--- src/rtl/sponge_absorb.sv ---
// Sponge absorb phase: XORs message blocks into the rate, applies pad10*1 on
// the last block and runs an external permutation after every absorbed block.
// Optional macro ABSORB_BLK_COUNT_EN builds a saturating absorbed-block counter.
module sponge_absorb #(
  parameter int unsigned CWIDTH = 320,
  parameter int unsigned RWIDTH = 32,
  localparam int unsigned LENW = $clog2(RWIDTH + 1)
) (
  input  logic              clk,
  input  logic              reset,
  input  logic              start,
  input  logic [RWIDTH-1:0] init_r,
  input  logic [CWIDTH-1:0] init_c,
  input  logic [RWIDTH-1:0] msg_data,
  input  logic              msg_valid,
  input  logic              msg_last,
  input  logic [LENW-1:0]   msg_len,
  output logic              msg_ready,
  output logic              perm_req,
  output logic [RWIDTH-1:0] perm_r_in,
  output logic [CWIDTH-1:0] perm_c_in,
  input  logic [RWIDTH-1:0] perm_r_out,
  input  logic [CWIDTH-1:0] perm_c_out,
  input  logic              perm_done,
  output logic [RWIDTH-1:0] r_out,
  output logic [CWIDTH-1:0] c_out,
  output logic              absorb_done,
  output logic [15:0]       blk_count
);

  typedef enum logic [2:0] {StIdle, StAbsorb, StPerm, StPad, StDone} state_e;

  state_e            state_q, state_d;
  logic [RWIDTH-1:0] r_q, r_d;
  logic [CWIDTH-1:0] c_q, c_d;
  logic              last_q, last_d;
  // An extra padding-only block is owed; pend_full selects 10..01 over 0..01.
  logic              pend_q, pend_d;
  logic              pend_full_q, pend_full_d;

  int                len_int;
  logic              len_full;
  logic              len_tight;
  logic [RWIDTH-1:0] pad_blk;
  logic [RWIDTH-1:0] extra_blk;

  assign len_int   = int'(msg_len);
  assign len_full  = (len_int >= int'(RWIDTH));
  assign len_tight = (len_int == int'(RWIDTH) - 1);
  assign extra_blk = {pend_full_q, {(RWIDTH - 2){1'b0}}, 1'b1};

  // Padded last block: keep the top msg_len data bits, set the first pad bit
  // just below them, and the closing pad bit at bit 0 unless the block is full.
  always_comb begin
    pad_blk = '0;
    for (int i = 0; i < int'(RWIDTH); i++) begin
      pad_blk[i] = (msg_data[i] & (i >= int'(RWIDTH) - len_int)) |
                   (i == int'(RWIDTH) - 1 - len_int);
    end
    pad_blk[0] = pad_blk[0] | !len_full;
  end

  // Next-state and output decode.
  always_comb begin
    state_d     = state_q;
    r_d         = r_q;
    c_d         = c_q;
    last_d      = last_q;
    pend_d      = pend_q;
    pend_full_d = pend_full_q;
    msg_ready   = 1'b0;
    perm_req    = 1'b0;
    absorb_done = 1'b0;
    case (state_q)
      StIdle, StDone: begin
        absorb_done = (state_q == StDone);
        if (start) begin
          r_d         = init_r;
          c_d         = init_c;
          last_d      = 1'b0;
          pend_d      = 1'b0;
          pend_full_d = 1'b0;
          state_d     = StAbsorb;
        end
      end
      StAbsorb: begin
        msg_ready = 1'b1;
        if (msg_valid) begin
          if (msg_last) begin
            r_d         = r_q ^ pad_blk;
            last_d      = 1'b1;
            pend_d      = len_full | len_tight;
            pend_full_d = len_full;
          end else begin
            r_d = r_q ^ msg_data;
          end
          state_d = StPerm;
        end
      end
      StPerm: begin
        perm_req = 1'b1;
        if (perm_done) begin
          r_d = perm_r_out;
          c_d = perm_c_out;
          if (pend_q) begin
            state_d = StPad;
          end else if (last_q) begin
            state_d = StDone;
          end else begin
            state_d = StAbsorb;
          end
        end
      end
      StPad: begin
        r_d     = r_q ^ extra_blk;
        pend_d  = 1'b0;
        state_d = StPerm;
      end
      default: state_d = StIdle;
    endcase
  end

  // State and datapath registers.
  always_ff @(posedge clk) begin
    if (reset) begin
      state_q     <= StIdle;
      r_q         <= '0;
      c_q         <= '0;
      last_q      <= 1'b0;
      pend_q      <= 1'b0;
      pend_full_q <= 1'b0;
    end else begin
      state_q     <= state_d;
      r_q         <= r_d;
      c_q         <= c_d;
      last_q      <= last_d;
      pend_q      <= pend_d;
      pend_full_q <= pend_full_d;
    end
  end

  assign perm_r_in = r_q;
  assign perm_c_in = c_q;
  assign r_out     = r_q;
  assign c_out     = c_q;

`ifdef ABSORB_BLK_COUNT_EN
  logic [15:0] cnt_q;
  logic        cnt_clr;
  logic        cnt_inc;

  assign cnt_clr = start && ((state_q == StIdle) || (state_q == StDone));
  assign cnt_inc = (state_q == StPerm) && perm_done;

  // Saturating count of completed permutations, padding-only block included.
  always_ff @(posedge clk) begin
    if (reset || cnt_clr) begin
      cnt_q <= '0;
    end else if (cnt_inc && (cnt_q != 16'hFFFF)) begin
      cnt_q <= cnt_q + 16'd1;
    end
  end

  assign blk_count = cnt_q;
`else
  assign blk_count = '0;
`endif

endmodule

--- config.mk ---
export PLATFORM = sky130hd
export DESIGN_NAME = sponge_absorb
export DESIGN_NICKNAME = d
export VERILOG_FILES = /design/src/rtl/sponge_absorb.sv
export SDC_FILE = /design/constraint.sdc
export NUM_CORES = 1
export LEC_CHECK = 0
export BUFFER_PORTS_ARGS = -buffer_cell sky130_fd_sc_hd__buf_2
export CAP_MARGIN = 20
export CORE_AREA = 2 2 567 569
export CTS_CLUSTER_SIZE = 25
export DETAILED_ROUTE_END_ITERATION = 10
export DIE_AREA = 0 0 569 571
export HOLD_SLACK_MARGIN = 0.06
export SLEW_MARGIN = 40
export SYNTH_ARGS = -nofsm -noshare
export SYNTH_HDL_FRONTEND = slang
export SYNTH_SLANG_ARGS = --single-unit
--- constraint.sdc ---
create_clock -name clk -period 3.8 [get_ports clk]
set_input_delay 0.76 -clock clk [delete_from_list [all_inputs] [get_ports clk]]
set_output_delay 0.76 -clock clk [all_outputs]
set_load 0.05 [all_outputs]
==> run_results.csv, run 1 <==
group,metric,value,unit
floorplanning,die_h,571,um
synth,post-synth-top-area-cell,"dfxtp_1",
cts,htreeDepth,2,
floorplanning,fp.coreArea,319000,um2
route,dr_total_vias,27830,
synth,synth_area,20500,um2
sta,relSlewSlack,0.316,
route,wire_per_inst,35.6,um
cts,cts_made_buffers,55,
critical_path,reg2reg_from,"state_q[0]$_SDFFE_PP0P_",
global_routing,antenna_found_initial,301,
global_routing,grt_max_degree,119,
cts,post_cts_buffers,0,
floorplanning,dieWidth,569,um
cells_and_area,fin_nets,4564,
worst_hold_path,hold_class,"in2reg",
floorplanning,io_pins,1471,
global_routing,grt_pass1_wl,345,mm
synth,synth_area_per_cell,7.44,um2
critical_path,endpoint,"msg_ready",
synth,ys_async_sr_fraction,0,
cts,worstSkewPairLatency,790,ps
synth,synth_cell_types,86,
cells_and_area,utilization,0.104,
synth,synth_seq_area_share,0.349,
sta,rsz0062_at_grt,"false",
critical_path,r2r_setup_slack,1090,ps
route,wl,292,mm
synth,synth_edf_count,0,
synth,synthCells,2757,
cts,cts_sinks,358,
route,via_per_inst,3.39,
cells_and_area,mostFrequentLayoutCells,"buf_2, nand2_1, nor2_1",
critical_path,rr_worst_depth,7,
outcome,status,"finished, final reports clean",
critical_path,cp-start-kind,"flip-flop",
power_and_ir_drop,p_per_area,556,nW/um2
sta,worst_pin_slew,1030,ps
placement,dp_hpwl,262,mm
power_and_ir_drop,ir_worst_vdd,0.395,mV
synth,yosysWarnings,0,
synth,ys.flop_type,"dfxtp_1",
global_routing,track_usage,0.172,
cells_and_area,final_common_cell,"buf_2",
cts,clockRootBuffer,"clkbuf_16",
sta,setup_viol,0,
flow_run,maxCapViolCount,0,
floorplanning,std_cell_rows,208,
cts,path_clk_slew,80,ps
route,drtIter0Drc,2718,
critical_path,cp_max_fo,19,
critical_path,startpoint,"state_q[0]$_SDFFE_PP0P_",
cells_and_area,area_delta_synth_final,61.2,%
placement,io_buffer_count,1454,
floorplanning,die_area,325000,um2
route,drc,0,
route,ant_nets,0,
critical_path,arrival,2420,ps
critical_path,r2r_end,"perm_r_in[26]$_SDFFE_PP0P_",
global_routing,overflow,0,
cells_and_area,drive_above_1_share,0.443,
cells_and_area,final.fill_count,37480,
sta,period_minus_slack,3180,ps
critical_path,endpoint_kind,"output port",
sta,drv_slew,0,
sta,fmax,315,MHz
global_routing,grt_pass1_vias,24566,
synth,synth_area_leaders,"dfxtp_1, a311oi_1, buf_4, nand2_1, nor2_1",
sta,finalHoldViolCount,0,
sta,finClkSkew,58.4,ps
sta,timing.final.crit_share,0.837,
power_and_ir_drop,p_leak,14.5,nW
synth,ys_ff_latch,358,
floorplanning,start_util,0.0642,
cts,tritoncts,"built",
cts,cts-resized-gates,0,
route,dr.pass1.iters,6,
critical_path,critical_path_class,"reg2out",
placement,place.gp.congestion,1.01,
placement,placed_area,30700,um2
cts,holdBufCountCts,0,
cells_and_area,fin_area,33100,um2
cts,clock_path_buffers,3,
synth,yosys.area.top_type_share,0.349,
critical_path,worstPathRequired,3040,ps
sta,fin_tns_setup,0,ps
## worst max-delay path, cell delays in order, from the launching register on
cell      delay, ps
dfxtp_1         740
nor2b_1         250
nand2b_1         90
inv_1           270
buf_2           330
## report_power, final
part           leakage [nW]  internal, W  switching, W
Combinational          10.6      0.00152       0.00608
Clock                 0.964      0.00347       0.00253
Sequential             2.97      0.00421      0.000596
## worst min-delay path by stage
| stage | startpoint | end | slack [ps] | cells past startpoint |
|---|---|---|---|---|
| 4_1_cts | init_c[20] | c_out[20]$_SDFFE_PP0P_ | 130 | 3 |
| 5_1_grt | init_c[20] | c_out[20]$_SDFFE_PP0P_ | 200 | 3 |
| 3_3_place_gp | last_q$_SDFFE_PP0P_ | last_q$_SDFFE_PP0P_ | 470 | 2 |
| 6_report | init_c[20] | c_out[20]$_SDFFE_PP0P_ | 230 | 3 |
| 3_5_place_dp | last_q$_SDFFE_PP0P_ | last_q$_SDFFE_PP0P_ | 480 | 2 |
| 2_1_floorplan | last_q$_SDFFE_PP0P_ | last_q$_SDFFE_PP0P_ | 460 | 2 |
## cells by family after synthesis
logic type      after synthesis  share of synthesized area
simple gates               1174                      0.230
buf+inv                     623                      0.183
compound gates              580                      0.227
flops                       358                      0.349
mux                           9                    0.00439
fa+ha+maj                     6                    0.00366
xor+xnor                      6                    0.00293
other cells                   1                   0.000183
## sequential cells by signal, indices dropped and copies added (netlist names)
name and cells:
state_q 3, pend_q 1, perm_r_in 32, pend_full_q 1, c_out 320, last_q 1
## per-stage QoR
step                      std cells  power, W  setup WS, ps  hold WS (ps)
after floorplan                2772   0.00963          72.8           455
after global placement         7953    0.0126          98.8           473
after detailed placement       7953    0.0126          48.9           484
after CTS                      8055    0.0187           564           133
after global routing           8154    0.0191           506           198
final                          8205    0.0184           621           233
## layout make-up
class,instances,area (um2),share of cell area
Clock inverter,36,513,0.0155
Tap cell,4200,5260,0.159
Multi-Input combinational cell,1791,9670,0.293
Clock buffer,66,1480,0.0447
Inverter,24,97.6,0.00295
Sequential cell,358,7170,0.217
Antenna cell,150,375,0.0114
Timing Repair Buffer,1580,8510,0.257
## metal layers
metal  vias to the layer above  GRT usage  routed length, um
li1                      11581          -                  -
met1                     13206      0.185             103000
met2                      2264      0.254             122000
met3                       677      0.113              48100
met4                       102     0.0915              18100
met5                         -   0.000294                699
## cell usage after synthesis (5+ instances only)
cell type / n
a21o_1: 5
clkbuf_1: 189
buf_2: 10
a211oi_1: 6
o2111ai_1: 5
inv_1: 22
nand2_1: 691
a311oi_1: 321
buf_4: 368
nor2_1: 376
nor2b_1: 12
buf_1: 30
mux2i_1: 9
nand4b_1: 5
a31oi_1: 16
nand2b_1: 13
a21boi_0: 5
a221o_1: 7
or3_1: 5
nor4_1: 5
o21ai_0: 42
nor3_1: 15
o211ai_1: 11
a21oi_1: 62
nand4_1: 8
and2_1: 8
a22oi_1: 13
nand3_1: 6
o32ai_1: 8
a32oi_1: 9
o31a_1: 7
dfxtp_1: 358
and3_1: 7
o22ai_1: 8
ha_1: 6
(Power assumes the default switching activity.)
==> run 2: changes to the inputs <==
--- a/config.mk
+++ b/config.mk
@@ -7,10 +7,10 @@
 export LEC_CHECK = 0
 export BUFFER_PORTS_ARGS = -buffer_cell sky130_fd_sc_hd__buf_2
 export CAP_MARGIN = 20
-export CORE_AREA = 2 2 567 569
+export CORE_AREA = 2 2 573 575
 export CTS_CLUSTER_SIZE = 25
 export DETAILED_ROUTE_END_ITERATION = 10
-export DIE_AREA = 0 0 569 571
+export DIE_AREA = 0 0 575 577
 export HOLD_SLACK_MARGIN = 0.06
 export SLEW_MARGIN = 40
 export SYNTH_ARGS = -nofsm -noshare
==> constraint.sdc (replaced) <==
create_clock -name clk -period 3.1 [get_ports clk]
set_input_delay 0.62 -clock clk [delete_from_list [all_inputs] [get_ports clk]]
set_output_delay 0.62 -clock clk [all_outputs]
set_load 0.05 [all_outputs]
==> run 2 against run 1 <==
Net effect:
- sequential share of layout area down 0.66 points
- highest routed layer unchanged
- largest power group unchanged
- count of clock-buffer cells in the layout is 5 higher
- sequential cell count unchanged
==> run_results.csv, run 2 (synthesis gave the netlist of run 1 again) <==
group,metric,value,unit
outcome,status,"finished, final reports clean",
cts,cts_sinks,358,
worst_hold_path,min_from,"init_c[97]",
floorplanning,std_cell_rows,210,
route,wire_per_inst,35.9,um
global_routing,overflow,0,
worst_hold_path,hold_class,"in2reg",
cells_and_area,fin_area,34100,um2
critical_path,cp_max_fo,10,
global_routing,grt_pass1_vias,25177,
sta,finClkSkew,35.5,ps
sta,fmax,343,MHz
power_and_ir_drop,finalPower,0.0224,W
critical_path,r2r_setup_slack,490,ps
sta,worst_pin_slew,926,ps
cells_and_area,final.fill_count,38364,
cells_and_area,largest_register_ffs,320,
placement,placed_area,31300,um2
global_routing,grt_pass1_wl,358,mm
cts,cts_made_buffers,55,
power_and_ir_drop,p_seq_frac,0.263,
sta,period_minus_slack,2910,ps
floorplanning,die_h,577,um
cells_and_area,drive_above_1_share,0.443,
cells_and_area,fin_nets,4665,
cts,tritoncts,"built",
route,dr_total_vias,28499,
route,ant_nets,0,
power_and_ir_drop,ir_worst_vdd,0.452,mV
route,dr.pass1.iters,5,
worst_hold_path,min_path_cells,3,
cells_and_area,final_common_cell,"buf_2",
critical_path,reg2reg_from,"state_q[1]$_SDFFE_PP0P_",
floorplanning,die_area,332000,um2
power_and_ir_drop,p_leak,15.0,nW
sta,relSlewSlack,0.382,
placement,place.gp.congestion,0.983,
cells_and_area,mostFrequentLayoutCells,"buf_2, nand2_1, nor2_1",
sta,fin_tns_setup,0,ps
power_and_ir_drop,swShare,0.503,
sta,timing.final.crit_share,0.940,
cts,path_clk_slew,80,ps
critical_path,worstPathRequired,2480,ps
power_and_ir_drop,pwr-share-clk,0.311,
cells_and_area,area_delta_synth_final,66.2,%
placement,dp_hpwl,273,mm
global_routing,antenna_found_initial,369,
flow_run,maxCapViolCount,0,
cells_and_area,multi_input_area,9710,um2
cells_and_area,final-seq-area,7170,um2
cts,clock_path_buffers,3,
critical_path,critical_path_class,"reg2out",
cts,worstSkewPairLatency,750,ps
floorplanning,io_pins,1471,
cts,clockRootBuffer,"clkbuf_16",
route,drtIter0Drc,3063,
route,wl,302,mm
power_and_ir_drop,power.internal,0.0111,W
route,drc,0,
floorplanning,dieWidth,575,um
critical_path,r2r_end,"c_out[185]$_SDFFE_PP0P_",
global_routing,grt_max_degree,138,
power_and_ir_drop,p_sw,0.0112,W
sta,rsz0062_at_grt,"false",
critical_path,cp-start-kind,"flip-flop",
critical_path,endpoint_kind,"output port",
placement,io_buffer_count,1454,
global_routing,track_usage,0.174,
cts,htreeDepth,2,
power_and_ir_drop,comb_power_share,0.426,
sta,finalHoldViolCount,0,
worst_hold_path,hold_path_end,"c_out[97]$_SDFFE_PP0P_",
sta,drv_slew,0,
sta,setup_viol,0,
route,via_per_inst,3.38,
power_and_ir_drop,p_per_area,656,nW/um2
critical_path,rr_worst_depth,9,
critical_path,arrival,2290,ps
floorplanning,fp.coreArea,326000,um2
floorplanning,start_util,0.0630,
==> run 2: cell types whose count changed in the layout (fill, tap and decap cells not counted), moves of 2 or more <==
cell	delta
inv_6	-2
clkinv_8	-2
buf_12	+3
bufinv_16	-5
clkinv_4	+5
diode_2	-30
clkbuf_8	+3
ha_1	-2
dlygate4sd3_1	+59
clkinvlp_4	-2
clkinv_2	-3
buf_4	+39
==> run 2: worst max path at each step <==
stage / to / start / slack [ps]
finish: msg_ready / state_q[0]$_SDFFE_PP0P_ / 190
global placement: perm_r_in[12]$_SDFFE_PP0P_ / msg_len[1] / -270
global route: msg_ready / state_q[0]$_SDFFE_PP0P_ / 40
CTS: msg_ready / state_q[0]$_SDFFE_PP0P_ / 100
floorplan: perm_r_in[12]$_SDFFE_PP0P_ / msg_len[0] / -240
detailed placement: perm_r_in[12]$_SDFFE_PP0P_ / msg_len[1] / -230
==> run 2: metrics by stage <==
stage	hold slack, ps	setup slack, ps	util	cells
2_1_floorplan	455	-236	-	2772
3_3_place_gp	479	-266	0.0960	8140
3_5_place_dp	488	-229	0.0960	8140
4_1_cts	60.2	99.0	0.104	8299
5_1_grt	100	37.3	0.104	8353
6_report	147	186	0.105	8420
==> run 2: power by group through the flow <==
stage | registers, W | clock network, W | logic, W
floorplan | 0.00751 | 0 | 0.00431
global placement | 0.00590 | 0 | 0.00957
detailed placement | 0.00593 | 0 | 0.00955
CTS | 0.00584 | 0.00720 | 0.00964
global route | 0.00590 | 0.00732 | 0.0100
finish | 0.00587 | 0.00696 | 0.00953
==> run 2: layout make-up <==
type / count / share of cell area
multi-input cells: 1791 / 0.285
clock inverters: 29 / 0.0108
clock buffers: 71 / 0.0454
well taps: 4346 / 0.159
flip-flops and latches: 358 / 0.210
diodes: 120 / 0.00880
inverters: 24 / 0.00293
repair buffers: 1681 / 0.278
==> run 2: critical path: stages, from the launching register on <==
cell and delay (ps):
dfxtp_2 460, buf_4 180, nor2b_1 180, nand2b_1 90, inv_1 310, buf_4 210, buf_12 130
==> run 2: timing repair <==
action,CTS,global route
endpoints found under the hold margin,53,0
gates resized for setup,1,0
setup endpoints to repair,1,0
hold buffers,59,0
setup buffers,0,0
==> run 2: layer usage <==
metal | GRT usage | up-vias | share of wire
met3 | 0.117 | 840 | 0.17
met4 | 0.0831 | 130 | 0.056
met2 | 0.274 | 2384 | 0.44
met1 | 0.178 | 13397 | 0.33
met5 | 0 | - | 0.0029
li1 | - | 11748 | -
==> run 3: changes to the inputs <==
--- a/config.mk
+++ b/config.mk
@@ -12,6 +12,7 @@
 export DETAILED_ROUTE_END_ITERATION = 10
 export DIE_AREA = 0 0 575 577
 export HOLD_SLACK_MARGIN = 0.06
+export REMOVE_ABC_BUFFERS = 1
 export SLEW_MARGIN = 40
 export SYNTH_ARGS = -nofsm -noshare
 export SYNTH_HDL_FRONTEND = slang
==> run 3 against run 2 <==
Net effect:
- final cell count is 4.6% higher
- highest routed layer unchanged
- sequential share of layout area fell by 1.5 points
- worst setup slack worse by 69 ps
- combinational power up 6%
- global-route usage rose by 0.82 points
==> run_results.csv, run 3 (synthesis gave the netlist of run 1 again) <==
group,metric,value,unit
worst_hold_path,hold_class,"in2reg",
floorplanning,fp.coreArea,326000,um2
sta,fin_tns_setup,0,ps
cells_and_area,multi_input_area,9670,um2
power_and_ir_drop,p_per_area,639,nW/um2
floorplanning,die_area,332000,um2
sta,timing.final.crit_share,0.962,
power_and_ir_drop,p_seq_frac,0.249,
placement,place_ws,-256,ps
power_and_ir_drop,power.internal,0.0118,W
global_routing,grt_pass1_vias,26477,
route,dr_total_vias,29518,
cts,clock_path_buffers,3,
critical_path,worstPathRequired,3800,ps
cts,cts_made_buffers,59,
sta,worst_pin_slew,731,ps
cts,path_clk_slew,60,ps
cts,post_cts_buffers,0,
floorplanning,die_h,577,um
critical_path,endpoint_kind,"flip-flop",
power_and_ir_drop,pwr-share-clk,0.322,
cells_and_area,utilization,0.113,
sta,drv_slew,0,
sta,finClkSkew,40.1,ps
power_and_ir_drop,finalPower,0.0235,W
placement,dp_cells,8132,
cells_and_area,fin_nets,4862,
route,drc,0,
floorplanning,io_pins,1471,
placement,dp_hpwl,286,mm
placement,place.gp.congestion,0.995,
sta,fmax,335,MHz
cells_and_area,area_delta_synth_final,78.9,%
cells_and_area,mostFrequentLayoutCells,"buf_2, nand2_1, nor2_1",
power_and_ir_drop,p_leak,16.0,nW
flow_run,maxCapViolCount,0,
outcome,status,"finished, final reports clean",
sta,setup_viol,0,
cells_and_area,final-seq-area,7170,um2
global_routing,overflow,0,
critical_path,cp_max_fo,39,
critical_path,critical_path_class,"reg2reg",
power_and_ir_drop,ir_worst_vdd,0.480,mV
global_routing,grt_pass1_wl,373,mm
cts,tritoncts,"built",
critical_path,cp-start-kind,"flip-flop",
sta,fin_ws,117,ps
route,ant_nets,0,
route,via_per_inst,3.35,
cts,worstSkewPairLatency,760,ps
route,dr.pass1.iters,6,
cells_and_area,drive_above_1_share,0.421,
power_and_ir_drop,swShare,0.496,
cts,clockRootBuffer,"clkbuf_16",
power_and_ir_drop,comb_power_share,0.429,
global_routing,track_usage,0.183,
cells_and_area,fin_cells,8811,
route,drtIter0Drc,2829,
route,wire_per_inst,36.0,um
cts,htreeDepth,2,
global_routing,grt_max_degree,106,
floorplanning,start_util,0.0630,
global_routing,antenna_found_initial,377,
route,wl,317,mm
placement,io_buffer_count,1454,
cts,cts_sinks,358,
floorplanning,dieWidth,575,um
power_and_ir_drop,p_sw,0.0116,W
sta,finalHoldViolCount,0,
sta,period_minus_slack,2980,ps
cells_and_area,largest_register_ffs,320,
floorplanning,std_cell_rows,210,
sta,relSlewSlack,0.513,
cells_and_area,final.fill_count,38108,
cells_and_area,final_common_cell,"buf_2",
critical_path,arrival,3680,ps
==> run 3: repair_timing <==
item                                   in CTS  in global routing
hold buffers                              260                  0
gates cloned                                0                  1
setup endpoints to repair                   1                 22
endpoints found under the hold margin     181                  0
resized for setup                           1                  4
==> run 3: layout make-up <==
| class | count | share of cell area |
|---|---|---|
| Timing Repair Buffer | 1874 | 0.312 |
| Clock buffer | 74 | 0.0442 |
| Clock inverter | 37 | 0.0129 |
| Inverter | 24 | 0.00279 |
| Sequential cell | 358 | 0.195 |
| Multi-Input combinational cell | 1791 | 0.264 |
| Tap cell | 4346 | 0.148 |
| Antenna cell | 307 | 0.0209 |
==> run 3: worst max-delay path, stage by stage (launching register included) <==
cell and delay [ps]:
dfxtp_2 410, nor2b_2 240, buf_4 210, a21oi_1 120, nor2_4 180, buf_12 170
buf_12 220, buf_16 240, nor2_1 70, a311oi_1 350, dlygate4sd3_1 620
==> run 3: through the flow <==
step	cell area, um2	hold slack, ps
after floorplan	16900	455
after global placement	31200	481
after detailed placement	31200	489
after CTS	35900	60.1
after global routing	36400	108
final	36700	150
==> run 3: power by group through the flow <==
stage	Clock (W)	Sequential (W)	Combinational, W
final	0.00755	0.00584	0.0101
after global routing	0.00793	0.00589	0.0105
after CTS	0.00784	0.00583	0.0101
after detailed placement	0	0.00592	0.00972
after global placement	0	0.00589	0.00973
after floorplan	0	0.00895	0.00198
==> run 3: worst paths after layout <==
kind	slack, ps	depth (start not counted)	startpoint	to
setup / recovery	120	10	state_q[1]$_SDFFE_PP0P_	c_out[295]$_SDFFE_PP0P_
hold / removal	150	3	perm_c_out[72]	c_out[72]$_SDFFE_PP0P_
setup reg to reg	120	10	state_q[1]$_SDFFE_PP0P_	c_out[295]$_SDFFE_PP0P_
hold reg to reg	510	2	c_out[30]$_SDFFE_PP0P_	c_out[30]$_SDFFE_PP0P_
==> run 3: layer usage <==
layer,GRT usage,routed length [um],up-vias
li1,-,-,12380
met4,0.0998,17700,214
met5,0.00459,1630,-
met3,0.151,61700,777
met2,0.261,129000,2321
met1,0.184,107000,13826
